File: src/rtl/vend_credit_fsm.sv
// vend_credit_fsm: coin-credit vending controller with auto-vend, optional change return and sales counter.
module vend_credit_fsm #(
    parameter int CREDIT_W    = 4,
    parameter int PRICE       = 4,
    parameter int MAX_CREDIT  = 15,
    parameter int COIN1_VAL   = 1,
    parameter int COIN2_VAL   = 3,
    parameter int COIN3_VAL   = 5,
    parameter int AUTO_CHANGE = 1,
    parameter int CNT_W       = 8
) (
    input  logic                clock,
    input  logic                reset,
    input  logic                coinInserted,
    input  logic [1:0]          CoinValue,
    input  logic                refund,
    output logic                drop,
    output logic                changeOut,
    output logic                coinReject,
    output logic [CREDIT_W-1:0] credit,
    output logic                busy,
    output logic [CNT_W-1:0]    saleCount
);
    localparam logic [CREDIT_W:0] PRICE_X = (CREDIT_W+1)'(PRICE);
    localparam logic [CREDIT_W:0] MAX_X   = (CREDIT_W+1)'(MAX_CREDIT);
    localparam logic [CREDIT_W:0] C1_X    = (CREDIT_W+1)'(COIN1_VAL);
    localparam logic [CREDIT_W:0] C2_X    = (CREDIT_W+1)'(COIN2_VAL);
    localparam logic [CREDIT_W:0] C3_X    = (CREDIT_W+1)'(COIN3_VAL);
    localparam logic [CREDIT_W:0] ONE_X   = (CREDIT_W+1)'(1);
    typedef enum logic [1:0] {IDLE, WAIT_REL, VEND, CHANGE} state_t;
    state_t              state_q, state_d;
    logic [CREDIT_W-1:0] credit_q, credit_d;
    logic [CNT_W-1:0]    cnt_q, cnt_d;
    logic                rej_q, rej_d;
    logic [CREDIT_W:0]   cred_x, coin_x, sum_x, rem_x, dec_x;
    // one extra bit keeps every sum and difference compare free of wrap-around
    assign cred_x = {1'b0, credit_q};
    assign coin_x = CoinValue == 2'd1 ? C1_X : CoinValue == 2'd2 ? C2_X : CoinValue == 2'd3 ? C3_X : '0;
    assign sum_x  = cred_x + coin_x;
    assign rem_x  = cred_x - PRICE_X;
    assign dec_x  = cred_x - ONE_X;
    always_ff @(posedge clock) begin
        if (reset) begin
            state_q  <= IDLE;
            credit_q <= '0;
            cnt_q    <= '0;
            rej_q    <= 1'b0;
        end else begin
            state_q  <= state_d;
            credit_q <= credit_d;
            cnt_q    <= cnt_d;
            rej_q    <= rej_d;
        end
    end
    always_comb begin
        state_d  = state_q;
        credit_d = credit_q;
        cnt_d    = cnt_q;
        rej_d    = 1'b0;
        case (state_q)
            IDLE: begin
                if (coinInserted) begin
                    state_d = WAIT_REL;
                    if (sum_x <= MAX_X) credit_d = sum_x[CREDIT_W-1:0];
                    else rej_d = 1'b1;
                end else if (refund && credit_q != '0) begin
                    state_d = CHANGE;
                end
            end
            WAIT_REL: if (!coinInserted) state_d = cred_x >= PRICE_X ? VEND : IDLE;
            VEND: begin
                credit_d = rem_x[CREDIT_W-1:0];
                cnt_d    = cnt_q + CNT_W'(1);
                state_d  = rem_x >= PRICE_X ? VEND : (AUTO_CHANGE != 0 && rem_x != '0) ? CHANGE : IDLE;
            end
            CHANGE: begin
                credit_d = dec_x[CREDIT_W-1:0];
                state_d  = dec_x == '0 ? IDLE : CHANGE;
            end
            default: state_d = IDLE;
        endcase
    end
    assign drop       = state_q == VEND;
    assign changeOut  = state_q == CHANGE;
    assign busy       = drop | changeOut;
    assign coinReject = rej_q;
    assign credit     = credit_q;
    assign saleCount  = cnt_q;
endmodule

File: config.mk
export PLATFORM = sky130hd
export DESIGN_NAME = vend_credit_fsm
export DESIGN_NICKNAME = d
export VERILOG_FILES = /design/src/rtl/vend_credit_fsm.sv
export SDC_FILE = /design/constraint.sdc
export NUM_CORES = 1
export LEC_CHECK = 0
export ABC_CLOCK_PERIOD_IN_PS = 3200
export CORE_MARGIN = 2
export CORE_UTILIZATION = 60
export DETAILED_ROUTE_END_ITERATION = 8
export DONT_BUFFER_PORTS = 1
export GPL_TIMING_DRIVEN = 0
export HOLD_SLACK_MARGIN = 0.06
export PLACE_DENSITY = 0.75
export SYNTH_ARGS = -nofsm -noshare
export SYNTH_HDL_FRONTEND = slang
export SYNTH_SLANG_ARGS = --single-unit
export TNS_END_PERCENT = 5
File: constraint.sdc
create_clock -name clock -period 3.2 [get_ports clock]
set_input_delay 0.96 -clock clock [delete_from_list [all_inputs] [get_ports clock]]
set_output_delay 0.96 -clock clock [all_outputs]
set_load 0.01 [all_outputs]
==> results of run 1 <==
==> report_power, final <==
group | internal [mW] | switching, mW
logic | 0.102 | 0.126
clock network | 0.0485 | 0.0626
registers | 0.207 | 0.0466
total | 0.358 | 0.235
==> area by class of cell <==
cell class,count,area share [%]
sequential,15,29.2
clock buffer,4,2.55
buffer,5,2.43
tap,16,1.95
inverter,9,3.28
multi-input combinational,87,60.6
==> placed cells by master, fill, tap and decap left out <==
cell	synthesis	layout
o21a_1	1	1
inv_1	9	9
o21ba_1	1	1
o31a_1	1	1
a31oi_1	2	2
xor2_1	8	8
o221a_1	1	1
mux2i_1	2	2
nand3b_1	2	2
dfxtp_1	15	15
nor4_1	1	1
a21o_1	1	1
nand3_1	2	2
nor3_1	1	1
ha_1	9	9
clkbuf_1	2	3
buf_2	2	2
a221oi_1	1	1
a21oi_1	4	4
a2111oi_2	1	1
and2b_1	1	1
xnor2_1	3	3
a21oi_2	1	1
fa_1	1	1
nand2_1	8	8
nor3_2	1	1
nor2_1	12	12
nor2b_1	2	2
nand2b_1	1	1
or2_2	1	1
buf_4	1	1
or3_1	1	1
nand4_1	4	4
o21ai_1	2	2
a311oi_1	1	1
o311a_1	1	1
and2_1	1	1
o21ai_0	5	5
clkbuf_4	0	3
and3_1	3	3
==> worst max-delay path: cells and delay by family <==
family                   cells  cell delay (ns)
AO/OA/AOI/OAI                3             0.57
adder cells (fa/ha/maj)      2             0.63
multiplexers                 1             0.25
AND/OR/NAND/NOR              1             0.27
==> flip-flops by register name, summed over array words and instances, names as in the netlist <==
| name | flops |
|---|---|
| credit | 4 |
| saleCount | 8 |
| coinReject | 1 |
| state_q | 2 |
==> worst paths after layout <==
| kind | to | slack, ns | depth (start not counted) |
|---|---|---|---|
| worst min-delay path | saleCount[7] | 0.58 | 2 |
| worst min register to register | saleCount[7] | 0.58 | 2 |
| worst max register to register | credit[0] | 1.15 | 6 |
| worst max-delay path | credit[0] | 0.70 | 7 |
==> logic make-up (layout without fill, tap and decap cells) <==
logic type      Yosys count  count (layout)  share of synthesized area (%)
flops                    15              15                           30.6
buf+inv                  14              18                           5.99
compound gates           23              23                           16.7
fa+ha+maj                10              10                           13.5
mux                       2               2                           2.04
xor+xnor                 11              11                           9.81
simple gates             41              41                           21.4
==> metal layers <==
layer | part of all wire (%) | track usage [%] | routed length (um)
met1 | 47 | 30.5 | 917
met2 | 47 | 37.1 | 910
met3 | 4.8 | 6.12 | 94
met4 | 1.2 | 7.88 | 23
met5 | 0 | 0 | 0
==> flow_summary.json, run 1 <==
{
  "netlist.area_leader.share_pct": 30.6,
  "synth_area_leaders": "dfxtp_1, ha_1, xor2_1, nor2_1, inv_1",
  "ctsHtreeMaxLevel": 1,
  "post-route-drc-count": 0,
  "regArea_um2": 300,
  "crit_path_end_kind": "register",
  "yosysTopAreaCell": "dfxtp_1",
  "pre_cts_ws_ns": 0.436,
  "clk_pin_slew_ns": 0.09,
  "ys.flop_type": "dfxtp_1",
  "wl_per_cell_um": 14.3,
  "cp_max_fo": 5,
  "area_growth_pct": 4.71,
  "synth.most_common_cell": "dfxtp_1",
  "skew_ns": 0.00348,
  "crit_start": "CoinValue[1]",
  "place_inst": 132,
  "dieArea_mm2": 0.00198,
  "overflow": 0,
  "status": "complete, no violations",
  "cts_root_buf": "clkbuf_4",
  "chipHeight_um": 44.5,
  "path_cells": "or2_2 > ha_1 > fa_1 > a21o_1 > a21oi_2 > mux2i_1 > a21oi_1",
  "vias": 791,
  "r2r_start": "credit[0]",
  "numCtsBuffers": 3,
  "utilization_pct": 67.5,
  "final-hold-violation-count": 0,
  "drt_wl_total_mm": 1.95,
  "antenna_found_initial": 0,
  "setup_ws_ns": 0.703,
  "hp-class": "register to register",
  "period_needed_ns": 2.50,
  "core_mm2": 0.00152,
  "final_area_mm2": 0.00103,
  "hold_start": "saleCount[7]",
  "final_cells": 136,
  "ys_seq_elements": 15,
  "finalNetCount": 137,
  "seq_area_frac_synth_pct": 30.6,
  "ant_nets": 0,
  "cts_setup_buffers": 0,
  "grt_max_degree": 11,
  "drt-vias-per-instance": 5.82,
  "cpMaxStageDelayCell": "fa_1",
  "cts_num_sinks": 15,
  "setup_violations": 0,
  "hold_ws_ns": 0.583,
  "ios": 22,
  "drv_slew": 0,
  "grt_pass1_wl_mm": 3.39,
  "n_fill_cell": 126,
  "max_freq_mhz": 400,
  "fin_setup_tns_ns": 0,
  "rsz0062_at_grt": "no",
  "worst_skew_pair.late_latency_ns": 0.29,
  "dieWidth_um": 44.5,
  "crit_type": "input pin to register",
  "cap_violations": 0,
  "drt_first_pass_iters": 4,
  "fp-row-count": 14,
  "multiInputGateArea_um2": 623,
  "synth-edff-count": 0,
  "postCtsHoldBufs": 0,
  "yosysWarnings": 0,
  "num_antenna_cells": 0,
  "worstPathArrival_ns": 2.68,
  "syn-instance-count": 116,
  "initial_core_util_pct": 64.4,
  "min_period_over_period_pct": 78.0,
  "cts_resized": 0,
  "placed_cell_area_mm2": 0.00100,
  "post_synth_most_frequent_cells": "dfxtp_1, nor2_1, ha_1, inv_1",
  "cts_tree": "built",
  "place.gp.congestion": 0.833,
  "critPathMaxStageDelay_ns": 0.42,
  "async_flop_share_pct": 0,
  "synth_nets": 132,
  "globalRouteTotalUtil_pct": 23.3,
  "final_layout_size_suffix_gt1_share_pct": 8.33,
  "tightest_slew_ns": 0.423,
  "io_buffer_count": 0,
  "ir_drop_mv": 0.381,
  "syn_area_per_cell_um2": 8.47,
  "synth_area_um2": 982,
  "p_per_area_mw_per_mm2": 576,
  "clockBufferDepth": 2,
  "slew_headroom_pct": 71.8,
  "grt_pass1_vias": 795,
  "p_leak_nw": 0.445,
  "power_uw": 593,
  "crit_required_ns": 3.38,
  "post-dp-hpwl_mm": 1.49,
  "worstSetupStartpointType": "input pin",
  "synthDistinctLibCells": 39,
  "initialDrtViolationCount": 9
}
No activity file was read; power rests on OpenSTA's default activity.
==> run 2: changes to the inputs <==
--- a/config.mk
+++ b/config.mk
@@ -5,7 +5,8 @@
 export SDC_FILE = /design/constraint.sdc
 export NUM_CORES = 1
 export LEC_CHECK = 0
-export ABC_CLOCK_PERIOD_IN_PS = 3200
+export ABC_AREA = 1
+export ABC_CLOCK_PERIOD_IN_PS = 2550
 export CORE_MARGIN = 2
 export CORE_UTILIZATION = 60
 export DETAILED_ROUTE_END_ITERATION = 8
==> constraint.sdc (replaced) <==
create_clock -name clock -period 2.55 [get_ports clock]
set_input_delay 0.765 -clock clock [delete_from_list [all_inputs] [get_ports clock]]
set_output_delay 0.765 -clock clock [all_outputs]
set_load 0.01 [all_outputs]
==> run 2 against run 1 <==
Design area is 6.8% higher. Combinational power is 140% higher. First-iteration DRC count is 100% higher. Flip-flop and latch count stayed put. Clock-buffer cell count stayed put. Non-clock buffer count is 3 lower. Die area is 6.4% higher. Synthesized cell count is 38% higher. Sequential power is 46% higher. Global-route usage is 0.11 points higher. Clock power is 23% higher. Largest cell class unchanged.
==> flow_summary.json, run 2 <==
{
  "status": "complete, no violations",
  "crit_type": "input pin to register",
  "drv_slew": 0,
  "synth.most_common_cell": "nand2_1",
  "syn-instance-count": 160,
  "period_needed_ns": 2.14,
  "post-dp-hpwl_mm": 1.65,
  "place.gp.congestion": 0.831,
  "cp.buffers_inverters": 1,
  "drt-vias-per-instance": 5.42,
  "postCtsHoldBufs": 0,
  "synth_area_leaders": "dfxtp_1, nand2_1, ha_1, inv_1, nor2_1",
  "vias": 981,
  "crit_path_end_kind": "register",
  "yosysWarnings": 0,
  "slew_headroom_pct": 76.8,
  "synthDistinctLibCells": 26,
  "skew_ns": 0.00117,
  "grt_pass1_wl_mm": 3.60,
  "syn_area_per_cell_um2": 6.57,
  "wl_per_cell_um": 11.6,
  "seq_area_frac_synth_pct": 28.6,
  "numCtsBuffers": 3,
  "dieWidth_um": 45.9,
  "tightest_slew_ns": 0.348,
  "crit_family": "simple AND/OR/NAND/NOR gates",
  "post_synth_most_frequent_cells": "nand2_1, inv_1, nor2_1",
  "async_flop_share_pct": 0,
  "crit_required_ns": 2.73,
  "n_fill_cell": 161,
  "grt_pass1_vias": 877,
  "synth-edff-count": 0,
  "worstPathArrival_ns": 2.32,
  "netlist.area_leader.share_pct": 28.6,
  "ios": 22,
  "final_common_cell": "nand2_1",
  "chipHeight_um": 45.9,
  "clockBufferDepth": 2,
  "critPathMaxStageDelay_ns": 0.39,
  "worst_skew_pair.late_latency_ns": 0.28,
  "cts_tree": "built",
  "cts_setup_buffers": 0,
  "grt_max_degree": 10,
  "core_mm2": 0.00169,
  "ir_drop_mv": 0.631,
  "cp_max_fo": 3,
  "synth_area_mm2": 0.00105,
  "clk_pin_slew_ns": 0.09,
  "final-hold-violation-count": 0,
  "setup_violations": 0,
  "initial_core_util_pct": 62.2,
  "final_layout_size_suffix_gt1_share_pct": 7.32,
  "p_per_area_mw_per_mm2": 956,
  "drt_wl_total_mm": 2.10,
  "hp-class": "register to register",
  "cap_violations": 0,
  "min_period_over_period_pct": 83.9,
  "post-route-drc-count": 0,
  "drt_first_pass_iters": 4,
  "io_buffer_count": 0,
  "critPathMostFrequentCell": "nand2_1",
  "fp-row-count": 15,
  "dieArea_mm2": 0.00210,
  "power_mw": 1.05,
  "yosysTopAreaCell": "dfxtp_1",
  "fin_setup_tns_ns": 0,
  "ctsHtreeMaxLevel": 1,
  "ant_nets": 0,
  "ys.flop_type": "dfxtp_1",
  "antenna_found_initial": 0,
  "cts_root_buf": "clkbuf_4",
  "globalRouteTotalUtil_pct": 23.4,
  "overflow": 0,
  "rsz0062_at_grt": "no",
  "ys_seq_elements": 15,
  "cts_resized": 0,
  "final_cell_mix": "nand2_1, inv_1, nor2_1",
  "cpMaxStageDelayCell": "fa_1",
  "largest_reg_flops": 8,
  "p_leak_nw": 0.536,
  "synth_nets": 176,
  "worstSetupStartpointType": "input pin",
  "area_growth_pct": 4.52,
  "finalNetCount": 181,
  "max_freq_mhz": 467,
  "path_cells": "or2_2 > ha_1 > fa_1 > nand2_1 > nand2_1 > nand3_1 > nand2_1 > inv_1 > nand3_1 > nor2_1 > nor2_1",
  "cts_num_sinks": 15,
  "num_antenna_cells": 0,
  "initialDrtViolationCount": 18,
  "r2r_slack_ns": 0.74
}
run 2: tightest hold or removal path, stage by stage, from the launching register on:
cell and delay (ns):
dfxtp_1 0.37, inv_1 0.07, a21oi_1 0.05
run 2: path summary, 6_finish.rpt:
kind,startpoint,end,depth (start not counted)
worst max register to register,credit[0],credit[3],10
worst min-delay path,saleCount[2],saleCount[2],2
worst max-delay path,CoinValue[1],credit[3],11
worst min register to register,saleCount[2],saleCount[2],2
run 2: area by class of cell:
type | instances | area [um2] | share of cell area, %
Sequential cell | 15 | 300 | 27.3
Inverter | 25 | 93.8 | 8.54
Buffer | 2 | 11.3 | 1.03
Multi-Input combinational cell | 118 | 646 | 58.8
Clock buffer | 4 | 26.3 | 2.39
Tap cell | 17 | 21.3 | 1.94
run 2: kinds of logic after synthesis:
logic type	after synthesis	share of synthesized area (%)
AND/OR/NAND/NOR	81	34.3
flip-flops	15	28.6
XOR/XNOR	1	0.833
AO/OA/AOI/OAI	26	13.7
adder cells (fa/ha/maj)	10	12.6
buffers and inverters	27	10.0
run 2: through the flow:
stage	utilization, %	hold WS [ns]	setup WS [ns]	instance area, um2	cells
final	65.0	0.525	0.411	1100	181
after global routing	65.0	0.522	0.290	1100	181
after CTS	65.0	0.529	0.419	1100	181
after detailed placement	63.5	0.516	0.111	1070	177
after global placement	63.5	0.506	0.125	1070	177
after floorplan	-	0.489	0.256	1050	160
run 2: per-layer routing:
metal	share of wire [%]	track usage [%]	routed length, um	vias up
met2	43	35.6	908	29
met3	7.1	8.73	149	4
met4	1.6	7.43	34	0
met1	48	30.6	1000	430
li1	-	-	-	518
met5	0	0	0	-
run 2: power by group:
group / internal, mW / switching [mW]
clock: 0.0608 / 0.0760
sequential: 0.284 / 0.0886
combinational: 0.201 / 0.340
total: 0.545 / 0.505
